[src/rtl/clk_mon_if.sv]
// rtl/clk_mon_if.sv - control, sampled-signal and result bundle for the clock monitor
interface clk_mon_if #(
  parameter int NUM_CH = 4,
  parameter int CNT_W  = 16
);
  logic                    en;
  logic [NUM_CH-1:0]       sig_in;
  logic                    clr_err;
  logic [NUM_CH*CNT_W-1:0] period_meas;
  logic [NUM_CH*CNT_W-1:0] high_meas;
  logic [NUM_CH-1:0]       meas_valid;
  logic [NUM_CH-1:0]       period_err;
  logic [NUM_CH-1:0]       high_err;
  logic [NUM_CH-1:0]       low_err;
  logic [NUM_CH-1:0]       stuck_err;
  logic                    err_any;

  modport master (
    output en, sig_in, clr_err,
    input  period_meas, high_meas, meas_valid, period_err, high_err, low_err, stuck_err, err_any
  );

  modport slave (
    input  en, sig_in, clr_err,
    output period_meas, high_meas, meas_valid, period_err, high_err, low_err, stuck_err, err_any
  );
endinterface

[src/rtl/clk_mon.sv]
// rtl/clk_mon.sv - multi-channel period/high/low clock monitor; optional stuck detect via CLK_MON_STUCK_EN
module clk_mon #(
  parameter int NUM_CH     = 4,
  parameter int CNT_W      = 16,
  parameter int EXP_PERIOD = 10,
  parameter int EXP_HIGH   = 5,
  parameter int TOL        = 0,
  parameter int TIMEOUT    = 64
) (
  input  logic     clk,
  input  logic     rst_n,
  clk_mon_if.slave mon
);

  typedef enum logic {IDLE, MEAS} state_t;

  localparam logic [CNT_W:0]   EXP_P = (CNT_W+1)'(EXP_PERIOD);
  localparam logic [CNT_W:0]   EXP_H = (CNT_W+1)'(EXP_HIGH);
  localparam logic [CNT_W:0]   EXP_L = (CNT_W+1)'(EXP_PERIOD - EXP_HIGH);
  localparam logic [CNT_W:0]   TOL_W = (CNT_W+1)'(TOL);
  localparam logic [CNT_W-1:0] ONE   = 1;

  function automatic logic [CNT_W:0] abs_diff(input logic [CNT_W:0] a, input logic [CNT_W:0] b);
    return (a > b) ? (a - b) : (b - a);
  endfunction

  logic err_any_q;

  for (genvar i = 0; i < NUM_CH; i++) begin : g_ch
    state_t           state_q, state_d;
    logic             sig, sig_q, rise;
    logic [CNT_W-1:0] per_cnt_q, per_cnt_d, hi_cnt_q, hi_cnt_d;
    logic [CNT_W-1:0] per_inc, hi_inc;
    logic [CNT_W-1:0] per_meas_q, hi_meas_q;
    logic             meas_fire, valid_q;
    logic             per_err_q, hi_err_q, lo_err_q;
    logic             per_bad, hi_bad, lo_bad;
    logic [CNT_W:0]   p_ext, h_ext, l_ext;

    assign sig     = mon.sig_in[i];
    assign rise    = sig & ~sig_q;
    assign per_inc = (&per_cnt_q) ? per_cnt_q : per_cnt_q + ONE;
    assign hi_inc  = (&hi_cnt_q) ? hi_cnt_q : hi_cnt_q + ONE;

    // Checks look at the window that closes on this rise; high time never exceeds period.
    assign p_ext   = {1'b0, per_cnt_q};
    assign h_ext   = {1'b0, hi_cnt_q};
    assign l_ext   = p_ext - h_ext;
    assign per_bad = (&per_cnt_q) || (abs_diff(p_ext, EXP_P) > TOL_W);
    assign hi_bad  = abs_diff(h_ext, EXP_H) > TOL_W;
    assign lo_bad  = abs_diff(l_ext, EXP_L) > TOL_W;

`ifdef CLK_MON_STUCK_EN
    localparam int AGE_W = $clog2(TIMEOUT + 1);
    localparam logic [AGE_W-1:0] AGE_LIM = AGE_W'(TIMEOUT - 1);
    logic [AGE_W-1:0] age_q;
    logic             any_edge, timeout, stuck_set, stuck_q;

    assign any_edge = sig ^ sig_q;
    assign timeout  = (state_q == MEAS) && !any_edge && (age_q == AGE_LIM);

    // Edge-age counter: cleared by any edge or while idle/disabled, flags stuck on reaching TIMEOUT.
    always_ff @(posedge clk or negedge rst_n) begin
      if (!rst_n) begin
        age_q   <= '0;
        stuck_q <= 1'b0;
      end else begin
        if (!mon.en || state_q == IDLE || any_edge) age_q <= '0;
        else if (age_q != AGE_LIM)                 age_q <= age_q + 1'b1;
        stuck_q <= stuck_set | (stuck_q & ~mon.clr_err);
      end
    end

    assign mon.stuck_err[i] = stuck_q;
`else
    assign mon.stuck_err[i] = 1'b0;
`endif

    // Next-state and counter update for the IDLE/MEAS channel machine.
    always_comb begin
      state_d   = state_q;
      per_cnt_d = per_cnt_q;
      hi_cnt_d  = hi_cnt_q;
      meas_fire = 1'b0;
`ifdef CLK_MON_STUCK_EN
      stuck_set = 1'b0;
`endif
      if (!mon.en) begin
        state_d   = IDLE;
        per_cnt_d = '0;
        hi_cnt_d  = '0;
      end else begin
        case (state_q)
          IDLE: begin
            if (rise) begin
              state_d   = MEAS;
              per_cnt_d = ONE;
              hi_cnt_d  = ONE;
            end
          end
          MEAS: begin
`ifdef CLK_MON_STUCK_EN
            if (timeout) begin
              stuck_set = 1'b1;
              state_d   = IDLE;
              per_cnt_d = '0;
              hi_cnt_d  = '0;
            end else
`endif
            if (rise) begin
              meas_fire = 1'b1;
              per_cnt_d = ONE;
              hi_cnt_d  = ONE;
            end else begin
              per_cnt_d = per_inc;
              if (sig) hi_cnt_d = hi_inc;
            end
          end
          default: state_d = IDLE;
        endcase
      end
    end

    // State, previous sample and window counters.
    always_ff @(posedge clk or negedge rst_n) begin
      if (!rst_n) begin
        state_q   <= IDLE;
        sig_q     <= 1'b0;
        per_cnt_q <= '0;
        hi_cnt_q  <= '0;
      end else begin
        state_q   <= state_d;
        sig_q     <= sig;
        per_cnt_q <= per_cnt_d;
        hi_cnt_q  <= hi_cnt_d;
      end
    end

    // Measurement capture and sticky error flags; a set beats a coincident clear.
    always_ff @(posedge clk or negedge rst_n) begin
      if (!rst_n) begin
        per_meas_q <= '0;
        hi_meas_q  <= '0;
        valid_q    <= 1'b0;
        per_err_q  <= 1'b0;
        hi_err_q   <= 1'b0;
        lo_err_q   <= 1'b0;
      end else begin
        valid_q <= meas_fire;
        if (meas_fire) begin
          per_meas_q <= per_cnt_q;
          hi_meas_q  <= hi_cnt_q;
        end
        per_err_q <= (meas_fire & per_bad) | (per_err_q & ~mon.clr_err);
        hi_err_q  <= (meas_fire & hi_bad)  | (hi_err_q  & ~mon.clr_err);
        lo_err_q  <= (meas_fire & lo_bad)  | (lo_err_q  & ~mon.clr_err);
      end
    end

    assign mon.period_meas[i*CNT_W +: CNT_W] = per_meas_q;
    assign mon.high_meas[i*CNT_W +: CNT_W]   = hi_meas_q;
    assign mon.meas_valid[i]                 = valid_q;
    assign mon.period_err[i]                 = per_err_q;
    assign mon.high_err[i]                   = hi_err_q;
    assign mon.low_err[i]                    = lo_err_q;
  end

  // Summary flag, one cycle behind the individual error bits.
  always_ff @(posedge clk or negedge rst_n) begin
    if (!rst_n) err_any_q <= 1'b0;
    else        err_any_q <= |{mon.period_err, mon.high_err, mon.low_err, mon.stuck_err};
  end

  assign mon.err_any = err_any_q;

endmodule

[src/flat_wrapper.sv]
// flat-port wrapper written by rule: the top's interface ports become plain ports
module clk_mon_flat 
#(
  parameter int NUM_CH     = 4,
  parameter int CNT_W      = 16,
  parameter int EXP_PERIOD = 10,
  parameter int EXP_HIGH   = 5,
  parameter int TOL        = 0,
  parameter int TIMEOUT    = 64
)
  (clk, rst_n, mon_en, mon_sig_in, mon_clr_err, mon_period_meas, mon_high_meas, mon_meas_valid, mon_period_err, mon_high_err, mon_low_err, mon_stuck_err, mon_err_any);
  clk_mon_if #(.NUM_CH(NUM_CH), .CNT_W(CNT_W)) mon_i ();
  input  logic clk;
  input  logic rst_n;
  input wire logic [$bits(mon_i.en)-1:0] mon_en;
  input wire logic [$bits(mon_i.sig_in)-1:0] mon_sig_in;
  input wire logic [$bits(mon_i.clr_err)-1:0] mon_clr_err;
  output wire logic [$bits(mon_i.period_meas)-1:0] mon_period_meas;
  output wire logic [$bits(mon_i.high_meas)-1:0] mon_high_meas;
  output wire logic [$bits(mon_i.meas_valid)-1:0] mon_meas_valid;
  output wire logic [$bits(mon_i.period_err)-1:0] mon_period_err;
  output wire logic [$bits(mon_i.high_err)-1:0] mon_high_err;
  output wire logic [$bits(mon_i.low_err)-1:0] mon_low_err;
  output wire logic [$bits(mon_i.stuck_err)-1:0] mon_stuck_err;
  output wire logic [$bits(mon_i.err_any)-1:0] mon_err_any;
  assign mon_i.en = mon_en;
  assign mon_i.sig_in = mon_sig_in;
  assign mon_i.clr_err = mon_clr_err;
  assign mon_period_meas = mon_i.period_meas;
  assign mon_high_meas = mon_i.high_meas;
  assign mon_meas_valid = mon_i.meas_valid;
  assign mon_period_err = mon_i.period_err;
  assign mon_high_err = mon_i.high_err;
  assign mon_low_err = mon_i.low_err;
  assign mon_stuck_err = mon_i.stuck_err;
  assign mon_err_any = mon_i.err_any;
  clk_mon #(.NUM_CH(NUM_CH), .CNT_W(CNT_W), .EXP_PERIOD(EXP_PERIOD), .EXP_HIGH(EXP_HIGH), .TOL(TOL), .TIMEOUT(TIMEOUT)) u_core (.clk(clk), .rst_n(rst_n), .mon(mon_i));
endmodule
[config.mk]
export PLATFORM = sky130hd
export DESIGN_NAME = clk_mon_flat
export DESIGN_NICKNAME = d
export VERILOG_FILES = /design/src/rtl/clk_mon_if.sv /design/src/rtl/clk_mon.sv /design/src/flat_wrapper.sv
export SDC_FILE = /design/constraint.sdc
export NUM_CORES = 1
export LEC_CHECK = 0
export BUFFER_PORTS_ARGS = -buffer_cell sky130_fd_sc_hd__buf_2
export CORE_ASPECT_RATIO = 1.1
export CORE_MARGIN = 2
export CORE_UTILIZATION = 60
export DETAILED_ROUTE_END_ITERATION = 6
export GPL_TIMING_DRIVEN = 0
export PLACE_DENSITY = 0.77
export RECOVER_POWER = 100
export SETUP_SLACK_MARGIN = 0.02
export SYNTH_ARGS = -nofsm -noshare
export SYNTH_HDL_FRONTEND = slang
export SYNTH_SLANG_ARGS = --single-unit
[constraint.sdc]
create_clock -name clk -period 6.5 [get_ports clk]
set_input_delay 1.95 -clock clk [delete_from_list [all_inputs] [get_ports clk]]
set_output_delay 1.95 -clock clk [all_outputs]
set_load 0.005 [all_outputs]
==> summary.md <==
| Metric | Value |
|---|---|
| Seq/Total Area, Yosys | 34.47% |
| Worst path bufs/invs | 1 |
| Number of enable flip-flop cells after synthesis | 0 |
| GPL Wtd Cong | 0.9551 |
| Nets | around 2900 |
| Syn Inst Count | 2525 |
| Post-Layout Cell Count | 3168 |
| Final slew viol count | 72 |
| CP cell instances | clkbuf_1 |
| Wire length per cell | roughly 18 um |
| Dpl hpwl | around 44000 um |
| Fin crit period | between 4 and 5 ns |
| WHS | 0.4729 ns |
| Crit path max fanout | 65 |
| Fin util | 67.71% |
| Slowest stage delay, CP | 2.54 ns |
| CP endpoint kind | async pin |
| Peak supply drop | 219.6 uV |
| H-tree depth | 1 |
| Pin count of the biggest net entering global routing | 113 |
| DRC violations left | 0 |
| Register Area | 0.007032 mm^2 |
| Leakage | 10.31 nW |
| Pint | between 3 and 4 mW |
| CP arrival | 4.57 ns |
| Die area | 0.03550 mm^2 |
| Sequential power share | between 40 and 50% |
| Layout cells sized above 1 | 7.127% |
| Most used DFF post-synth | dfrtp_1 |
| 1st-iter DRT viols | approximately 1300 |
| F_max | 211.3 MHz |
| Tightest Hold Check Type | reg -> reg |
| Yosys warnings | 0 |
| Hold Vio Cnt, Final | 0 |
| Most frequent cells after synthesis | nand2_1 (386), dfrtp_1 (281), nor2_1 (229) |
| CP delay by family, top | buffers and inverters |
| Vias per inst | between 6 and 7 |
| Clock Power Share | 40.6% |
| Final setup violation count | 0 |
| Final WS setup | between 1.5 and 2 ns |
| CTS Sinks | 281 |
| Layout area overhead | 10.74% |
| Placed instance count | approximately 3100 |
| Avg Inst Size Synth | 8.080 um^2 |
| CTS tree | built |
| Final wirelength | 57750 um |
| Vias in the first global route | 18810 |
| Footprint of the multi-input gates | 0.01230 mm^2 |
| Post-synth design cell area | slightly above 0.02 mm^2 |
| CTS buffer count | 31 |
| Post-synthesis register bit count | ~280 |
| Required @ worst endpoint | 6.33 ns |
| Core area | 0.03337 mm^2 |
| Fin crit share | between 70 and 80% |
| Clock Skew | 0.01187 ns |
| Clock buffer depth | 3 |
| Status | finished with violations |
| Yosys cell types | slightly above 90 |
| Max-cap viol count | 2 |
| # Post-CTS Setup Buffers | 0 |
| CP max-delay cell | clkbuf_1 |
| First-pass GRT wire length | 94640 um |
| Port Buffers | 152 |
| CTS resizes | 0 |
| Initial antenna violation count | 0 |
| # IOs | 157 |
| CP startpoint kind | input port |
| Synth area leader | dfrtp_1 |
| Comb power frac | 15.9% |
| Setup tns final | 0 ns |
| Post-route ant nets | 0 |
| Overall global routing resource usage | between 30% and 40% |
| Chip Width | roughly 180 um |
| Fillers | 2854 |
| GRT Residual Overflow | 0 |
| Initial Util | 61.14% |
| Worst Path Class, Setup | in -> async |
| Power density cells | roughly 190 mW/mm^2 |
| Clock latency on the worst-skew pair | 0.57 ns |
| Share of the synthesized area in the top cell type | 34.47% |
| Most numerous cell in the Yosys netlist | nand2_1 |
| Async set-reset flop share out of synthesis | 100.0% |
| Root buf cell | clkbuf_16 |
| Antenna Cells | 0 |
| CTS Hold Bufs | 0 |
| Setup WS pre-CTS | between 1.5 and 2 ns |
| Worst Max-Slew Pin Slew | between 3 and 4 ns |
| Violated checks | capacitance limit, slew limit |
| Die Span Y | just under 200 um |
| Drt pass-1 iters | 6 |
| Worst slew margin | -145.3% |
| RSZ-0062 raised after global routing | false |
| Psw | 1.187 mW |
| Worst-path clk slew | 0.06 ns |
| Rows | 70 |
| Switching share of power | between 20% and 30% |
| Ranking of synthesized cells by area | dfrtp_1 (34%), ha_1 (7.6%), nand2_1 (7.1%) |
| Via count | 19540 |
[state kept, by name, indices dropped and copies added (netlist names)]
| name | flops |
|---|---|
| u_core.g_ch.hi_cnt_q | 64 |
| u_core.g_ch.hi_meas_q | 64 |
| u_core.g_ch.per_cnt_q | 64 |
| u_core.g_ch.per_meas_q | 64 |
| u_core.g_ch.hi_err_q | 4 |
| u_core.g_ch.lo_err_q | 4 |
| u_core.g_ch.per_err_q | 4 |
| u_core.g_ch.sig_q | 4 |
| u_core.g_ch.state_q | 4 |
| u_core.g_ch.valid_q | 4 |
| u_core.mon.err_any | 1 |
[power by group through the flow]
| stage | clock (mW) | combinational, mW | sequential [mW] |
|---|---|---|---|
| final | 1.71 | 0.671 | 1.83 |
| after global routing | 1.80 | 0.752 | 1.83 |
| after CTS | 1.73 | 0.672 | 1.83 |
| after detailed placement | 0 | 0.667 | 1.86 |
| after global placement | 0 | 0.647 | 1.86 |
| after floorplan | 0 | 0.468 | 1.85 |
[area by class of cell]
| type | count | share of cell area (%) |
|---|---|---|
| multi-input cells | 1998 | 54.44 |
| plain buffers | 120 | 2.398 |
| clock inverters | 17 | 0.6368 |
| flip-flops and latches | 281 | 31.12 |
| clock buffers | 37 | 3.666 |
| inverters | 129 | 2.143 |
| well taps | 432 | 2.392 |
| repair buffers | 154 | 3.206 |
[routing by layer]
layer	global-route usage, %	vias up	routed length [um]
met4	12.41	0	1919
met3	4.535	146	3772
met1	42.79	9315	24950
li1	-	9347	-
met5	0	-	0
met2	53.53	735	27110
[stage by stage]
stage,instance area (um^2),power [mW]
after CTS,22750,4.228
after floorplan,20410,2.315
after global placement,21710,2.504
after global routing,22590,4.386
after detailed placement,21780,2.525
final,22590,4.208
[path summary, 6_finish.rpt]
kind	startpoint	end	slack [ns]	cells past startpoint
max in group clk	u_core.g_ch[1].per_cnt_q[1]$_DFFE_PN0P_	u_core.g_ch[1].lo_err_q$_DFF_PN0_	2.09	11
min in group asynchronous	rst_n	u_core.g_ch[0].hi_meas_q[10]$_DFFE_PN0P_	2.63	1
min reg2reg	u_core.g_ch[2].hi_meas_q[6]$_DFFE_PN0P_	u_core.g_ch[2].hi_meas_q[6]$_DFFE_PN0P_	0.47	2
max reg2reg	u_core.g_ch[1].per_cnt_q[1]$_DFFE_PN0P_	u_core.g_ch[1].lo_err_q$_DFF_PN0_	2.09	11
max	rst_n	u_core.g_ch[2].per_meas_q[1]$_DFFE_PN0P_	1.77	1
min	u_core.g_ch[2].hi_meas_q[6]$_DFFE_PN0P_	u_core.g_ch[2].hi_meas_q[6]$_DFFE_PN0P_	0.47	2
[cells in the final DEF (no fill, tap or decap), types with 9 or more instances in the layout]
cell type  netlist  final
nand2_1        386    386
dfrtp_1        281    281
nor2_1         229    229
o21ai_0        206    209
clkbuf_1        92    170
ha_1           124    124
inv_1          122    122
a21oi_1        120    121
xnor2_1        112    112
nand3_1         96     97
buf_2            3     81
nor3_1          62     62
xor2_1          49     49
nand4_1         47     47
nor4_1          43     43
nor2b_1         38     38
nand2b_1        36     36
and3_1          31     31
clkbuf_16        0     31
o31ai_1         24     24
a31oi_1         24     24
o211ai_1        23     23
or3_1           21     21
a21o_1          21     21
mux2i_1         18     18
o21a_1          18     18
nor3b_1         16     16
o22ai_1         15     15
clkbuf_4         0     14
or4_1           13     13
or2_2           12     12
a211oi_1        11     12
clkinv_2         0     12
nor4b_1         10     10
o2111ai_1       10     10
a211o_1         10     10
o311ai_0         9      9
[cells by family after synthesis]
| group | Yosys count | synth area share [%] |
|---|---|---|
| mux | 21 | 1.049 |
| xor+xnor | 161 | 6.912 |
| simple gates | 1094 | 25.94 |
| flops | 281 | 34.47 |
| compound gates | 590 | 18.53 |
| buf+inv | 249 | 5.090 |
| fa+ha+maj | 128 | 7.997 |
| other cells | 1 | 0.01838 |
Note: power is estimated with default switching activity, not from simulation.
